--- src/rtl/demux_frame_router.sv ---
// demux_frame_router: serial frame receiver driving the select/data inputs of a 1-to-4 demux.
// Optional trailing even-parity bit enabled by defining DEMUX_PARITY_EN.
`default_nettype none

module demux_frame_router #(
  parameter int PAYLOAD_LEN = 8
) (
  input  logic clk,
  input  logic rst_n,
  input  logic rx_bit,
  input  logic rx_valid,
  output logic s0,
  output logic s1,
  output logic route_data,
  output logic frame_active,
  output logic frame_done,
  output logic parity_err
);

  typedef enum logic [2:0] {
    ST_IDLE,
    ST_ADDR_HI,
    ST_ADDR_LO,
    ST_PAYLOAD,
`ifdef DEMUX_PARITY_EN
    ST_PARITY,
`endif
    ST_DONE
  } state_t;

  localparam logic [7:0] c_last_cnt = 8'(PAYLOAD_LEN);

  state_t     state_q;
  logic       addr_hi_q;
  logic       s0_q;
  logic       s1_q;
  logic       route_q;
  logic       active_q;
  logic       done_q;
  logic [7:0] cnt_q;
  logic [7:0] cnt_d;
`ifdef DEMUX_PARITY_EN
  logic       par_q;
  logic       perr_q;
`endif

  assign cnt_d = cnt_q + 8'd1;

  always_ff @(posedge clk or negedge rst_n) begin
    if (!rst_n) begin
      state_q   <= ST_IDLE;
      addr_hi_q <= 1'b0;
      s0_q      <= 1'b0;
      s1_q      <= 1'b0;
      route_q   <= 1'b0;
      active_q  <= 1'b0;
      done_q    <= 1'b0;
      cnt_q     <= 8'd0;
`ifdef DEMUX_PARITY_EN
      par_q     <= 1'b0;
      perr_q    <= 1'b0;
`endif
    end else begin
      case (state_q)
        ST_IDLE: begin
          route_q <= 1'b0;
          if (rx_valid && rx_bit) begin
            state_q  <= ST_ADDR_HI;
            active_q <= 1'b1;
          end
        end
        ST_ADDR_HI: begin
          if (rx_valid) begin
            addr_hi_q <= rx_bit;
`ifdef DEMUX_PARITY_EN
            par_q     <= rx_bit;
`endif
            state_q   <= ST_ADDR_LO;
          end
        end
        ST_ADDR_LO: begin
          // Both selects update on the same edge so the demux never sees a mixed address.
          if (rx_valid) begin
            s0_q    <= addr_hi_q;
            s1_q    <= rx_bit;
            cnt_q   <= 8'd0;
            route_q <= 1'b0;
`ifdef DEMUX_PARITY_EN
            par_q   <= par_q ^ rx_bit;
`endif
            state_q <= ST_PAYLOAD;
          end
        end
        ST_PAYLOAD: begin
          if (rx_valid) begin
            route_q <= rx_bit;
            cnt_q   <= cnt_d;
`ifdef DEMUX_PARITY_EN
            par_q   <= par_q ^ rx_bit;
            if (cnt_d == c_last_cnt) begin
              state_q <= ST_PARITY;
            end
`else
            if (cnt_d == c_last_cnt) begin
              state_q  <= ST_DONE;
              active_q <= 1'b0;
              done_q   <= 1'b1;
            end
`endif
          end
        end
`ifdef DEMUX_PARITY_EN
        ST_PARITY: begin
          if (rx_valid) begin
            route_q  <= 1'b0;
            perr_q   <= rx_bit ^ par_q;
            active_q <= 1'b0;
            done_q   <= 1'b1;
            state_q  <= ST_DONE;
          end
        end
`endif
        ST_DONE: begin
          route_q <= 1'b0;
          done_q  <= 1'b0;
`ifdef DEMUX_PARITY_EN
          perr_q  <= 1'b0;
`endif
          state_q <= ST_IDLE;
        end
        default: begin
          state_q <= ST_IDLE;
        end
      endcase
    end
  end

  assign s0           = s0_q;
  assign s1           = s1_q;
  assign route_data   = route_q;
  assign frame_active = active_q;
  assign frame_done   = done_q;
`ifdef DEMUX_PARITY_EN
  assign parity_err   = perr_q;
`else
  assign parity_err   = 1'b0;
`endif

endmodule

`default_nettype wire
--- config.mk ---
export PLATFORM = sky130hd
export DESIGN_NAME = demux_frame_router
export DESIGN_NICKNAME = d
export VERILOG_FILES = /design/src/rtl/demux_frame_router.sv
export SDC_FILE = /design/constraint.sdc
export NUM_CORES = 1
export LEC_CHECK = 0
export BUFFER_PORTS_ARGS = -buffer_cell sky130_fd_sc_hd__buf_4
export CELL_PAD_IN_SITES_DETAIL_PLACEMENT = 2
export CELL_PAD_IN_SITES_GLOBAL_PLACEMENT = 2
export CORE_MARGIN = 1
export CORE_UTILIZATION = 35
export DETAILED_ROUTE_END_ITERATION = 8
export GPL_TIMING_DRIVEN = 0
export HOLD_SLACK_MARGIN = 0.05
export PLACE_DENSITY_LB_ADDON = 0.05
export SETUP_SLACK_MARGIN = 0.2
export SLEW_MARGIN = 5
export SYNTH_ARGS = -nofsm -noshare
export SYNTH_HDL_FRONTEND = slang
export SYNTH_SLANG_ARGS = --single-unit
--- constraint.sdc ---
create_clock -name clk -period 2.1 [get_ports clk]
set_input_delay 0.315 -clock clk [delete_from_list [all_inputs] [get_ports clk]]
set_output_delay 0.315 -clock clk [all_outputs]
set_load 0.005 [all_outputs]
==> impl_metrics.tcl <==
set metrics [dict create \
    die_y_um 53.4 \
    synth_compound_area_frac 0.188 \
    setup_viol 0 \
    worstPathMaxFanout 6 \
    leakage_nw 0.468 \
    vias 798 \
    synth_most_common_cell "dfrtp_1" \
    cap_viol_max_count 0 \
    start_util 0.373 \
    synth-edff-count 0 \
    route.detailed.drc 0 \
    hpwl_um 1710 \
    crit_arrival_ns 1.98 \
    synth.cell_area_um2 925 \
    cts_buffer_depth 2 \
    clock-root-buffer "clkbuf_4" \
    grt_pass1_vias 856 \
    nFillCells 297 \
    die-area_um2 2850 \
    rsz0062_at_grt "no" \
    synth_cells 98 \
    powerDensity_nw_per_um2 816 \
    yosys_warnings 0 \
    antenna_cells 0 \
    slowest_stage "dfrtp_1" \
    grt_max_degree 18 \
    worst_setup_path_start_kind "register" \
    port_buffers 8 \
    clock_power_share 0.210 \
    dr.first_iter.drc_count 1 \
    crit_required_ns 2.29 \
    die_w_um 53.4 \
    combPwrFrac 0.274 \
    r2r_cells 5 \
    synth_top_family_by_area "simple AND/OR/NAND/NOR gates" \
    core-area_um2 2480 \
    status "completed" \
    hold_ws_ns 0.299 \
    gp_congestion 0.722 \
    r2r_start "cnt_q[4]" \
    wl_um 2440 \
    wl_per_cell_um 17.3 \
    sw_frac_of_total 0.327 \
    synthTopCellsByArea "dfrtp_1, o21ai_0, o31ai_1" \
    synth_xor_xnor_area_share 0.0284 \
    postCtsSetupRepairBufs 0 \
    min_period_ns 1.79 \
    avgSynthCellArea_um2 9.44 \
    ys_seq_elements 17 \
    cts_tree "done" \
    finalHoldViolCount 0 \
    avgViaCountPerCell 5.66 \
    worstSetupPathType "reg2reg" \
    ys_seq_area_frac 0.460 \
    ant_nets 0 \
    yosys.area.top_type "dfrtp_1" \
    p_switching_mw 0.283 \
    drt-pass1-iter-count 3 \
    pin_count 10 \
    end_kind "register" \
    grt.total_usage 0.207 \
    final_max_slew_viol_count 0 \
    ys_types 37 \
    reg2reg_to "frame_active" \
    gr-total-overflow 0 \
    syn_nets 104 \
    synth.top_cell.area_share 0.460 \
    synthAdderAreaFrac 0.0271 \
    fin_worst_skew_ns 0.00232 \
    cp-startpoint "cnt_q[4]" \
    cts.htree.levels 1 \
    yosys.area_share.simple 0.194 \
    cts_sinks 17 \
    ys.flop_type "dfrtp_1" \
    worstPathCellList "or3_1, o21ai_1, a31oi_1, or3_4, o21a_1" \
    antenna_found_initial 0 \
    crit_path_max_incr_delay_ns 0.45 \
    power_frac_seq 0.517 \
    cp-endpoint "frame_active" \
    synth.area.mux_share 0.0474 \
    clk_latency_ns 0.29 \
    r2r_setup_slack_ns 0.31 \
    layout-drive-gt1-share 0.198 \
    num-nets-final 118 \
    clock.fmax_ghz 0.560 \
    internal_power_mw 0.582 \
    grt_pass1_wl_um 4080 \
    peakVddDrop_v 0.000459 \
    tns_ns 0 \
    syn2layout_area_growth_pct 14.7 \
    cts_buffers 3 \
    synthArstFlopShare 1.00 \
    cts.clk_slew.worst_paths_ns 0.10 \
    hold_class "in2reg" \
    num_rows 18 \
    min_period_over_period 0.851 \
    yosys-top-cells-count "dfrtp_1, nand2_1, o21ai_0, nor2_1" \
]
[through the flow]
step | setup slack, ns | util | power (mW) | area [µm²] | cells
4_1_cts | 0.216 | 0.427 | 0.878 | 1060 | 141
2_1_floorplan | 0.469 | - | 0.587 | 925 | 98
5_1_grt | 0.201 | 0.428 | 0.932 | 1060 | 141
3_3_place_gp | 0.384 | 0.413 | 0.674 | 1020 | 136
6_report | 0.313 | 0.428 | 0.865 | 1060 | 141
3_5_place_dp | 0.222 | 0.413 | 0.695 | 1020 | 136
[timing repair]
item                                    CTS  global route
resized for setup                         0             1
hold buffers                              1             0
endpoints found under the setup margin    0             6
endpoints found under the hold margin    17             0
[routing by layer]
layer / vias up / track usage / share of wire
met1: 404 / 0.271 / 0.47
met4: 0 / 0.0965 / 0.021
met2: 11 / 0.331 / 0.49
met5: - / 0 / 0
met3: 6 / 0.0259 / 0.018
li1: 377 / - / -
[area by class of cell]
cell class              instances  area, µm²  share of cell area
clock buffers                   4       26.3              0.0248
repair buffers                  9       70.1              0.0660
flip-flops and latches         17        425               0.401
inverters                       4       15.0              0.0142
plain buffers                   5       32.5              0.0307
multi-input cells              72        454               0.428
well taps                      30       37.5              0.0354
[critical path: cells and delay by family (launching register included)]
family | cells | cell delay, ns
flip-flops | 1 | 0.45
AND/OR/NAND/NOR | 2 | 0.80
AO/OA/AOI/OAI | 3 | 0.44
[state kept, by name (all words and copies together), names as in the netlist]
name and count:
addr_hi_q 1, state_q 3, route_data 1, s1 1, frame_done 1, cnt_q 8, frame_active 1, s0 1
[worst min path at each step]
stage / end / cells after the start / from / slack, ns
after floorplan: addr_hi_q / 0 / rst_n / 0.02
after global placement: route_data / 1 / rst_n / 0.20
after detailed placement: route_data / 1 / rst_n / 0.20
after CTS: addr_hi_q / 2 / rx_bit / 0.29
after global routing: addr_hi_q / 2 / rx_bit / 0.29
final: addr_hi_q / 2 / rx_bit / 0.30
[power groups by stage]
stage	Sequential, mW	Combinational, mW	Clock [mW]
finish	0.447	0.237	0.181
floorplan	0.444	0.143	0
CTS	0.449	0.242	0.187
global placement	0.448	0.225	0
detailed placement	0.455	0.240	0
global route	0.457	0.274	0.202
[cells by family (layout without fill, tap and decap cells)]
family / count (synthesis) / count (layout)
AO/OA/AOI/OAI: 27 / 27
XOR/XNOR: 3 / 3
adder cells (fa/ha/maj): 2 / 2
buffers and inverters: 9 / 22
flip-flops: 17 / 17
multiplexers: 4 / 4
other: 1 / 1
AND/OR/NAND/NOR: 35 / 35
[cells in the final DEF, fill, tap and decap left out, types with 2 or more instances in the layout]
master	instances
and3_1	2
ha_1	2
o21ai_1	2
inv_1	4
buf_2	2
mux2_2	3
o21ai_0	9
buf_4	9
a31oi_1	3
clkbuf_4	3
o31ai_1	5
nor4_1	2
xnor2_1	2
nand2_1	9
nor2_1	8
nand3_1	5
dfrtp_1	17
o21a_1	2
clkbuf_1	2
(Power assumes the default switching activity.)
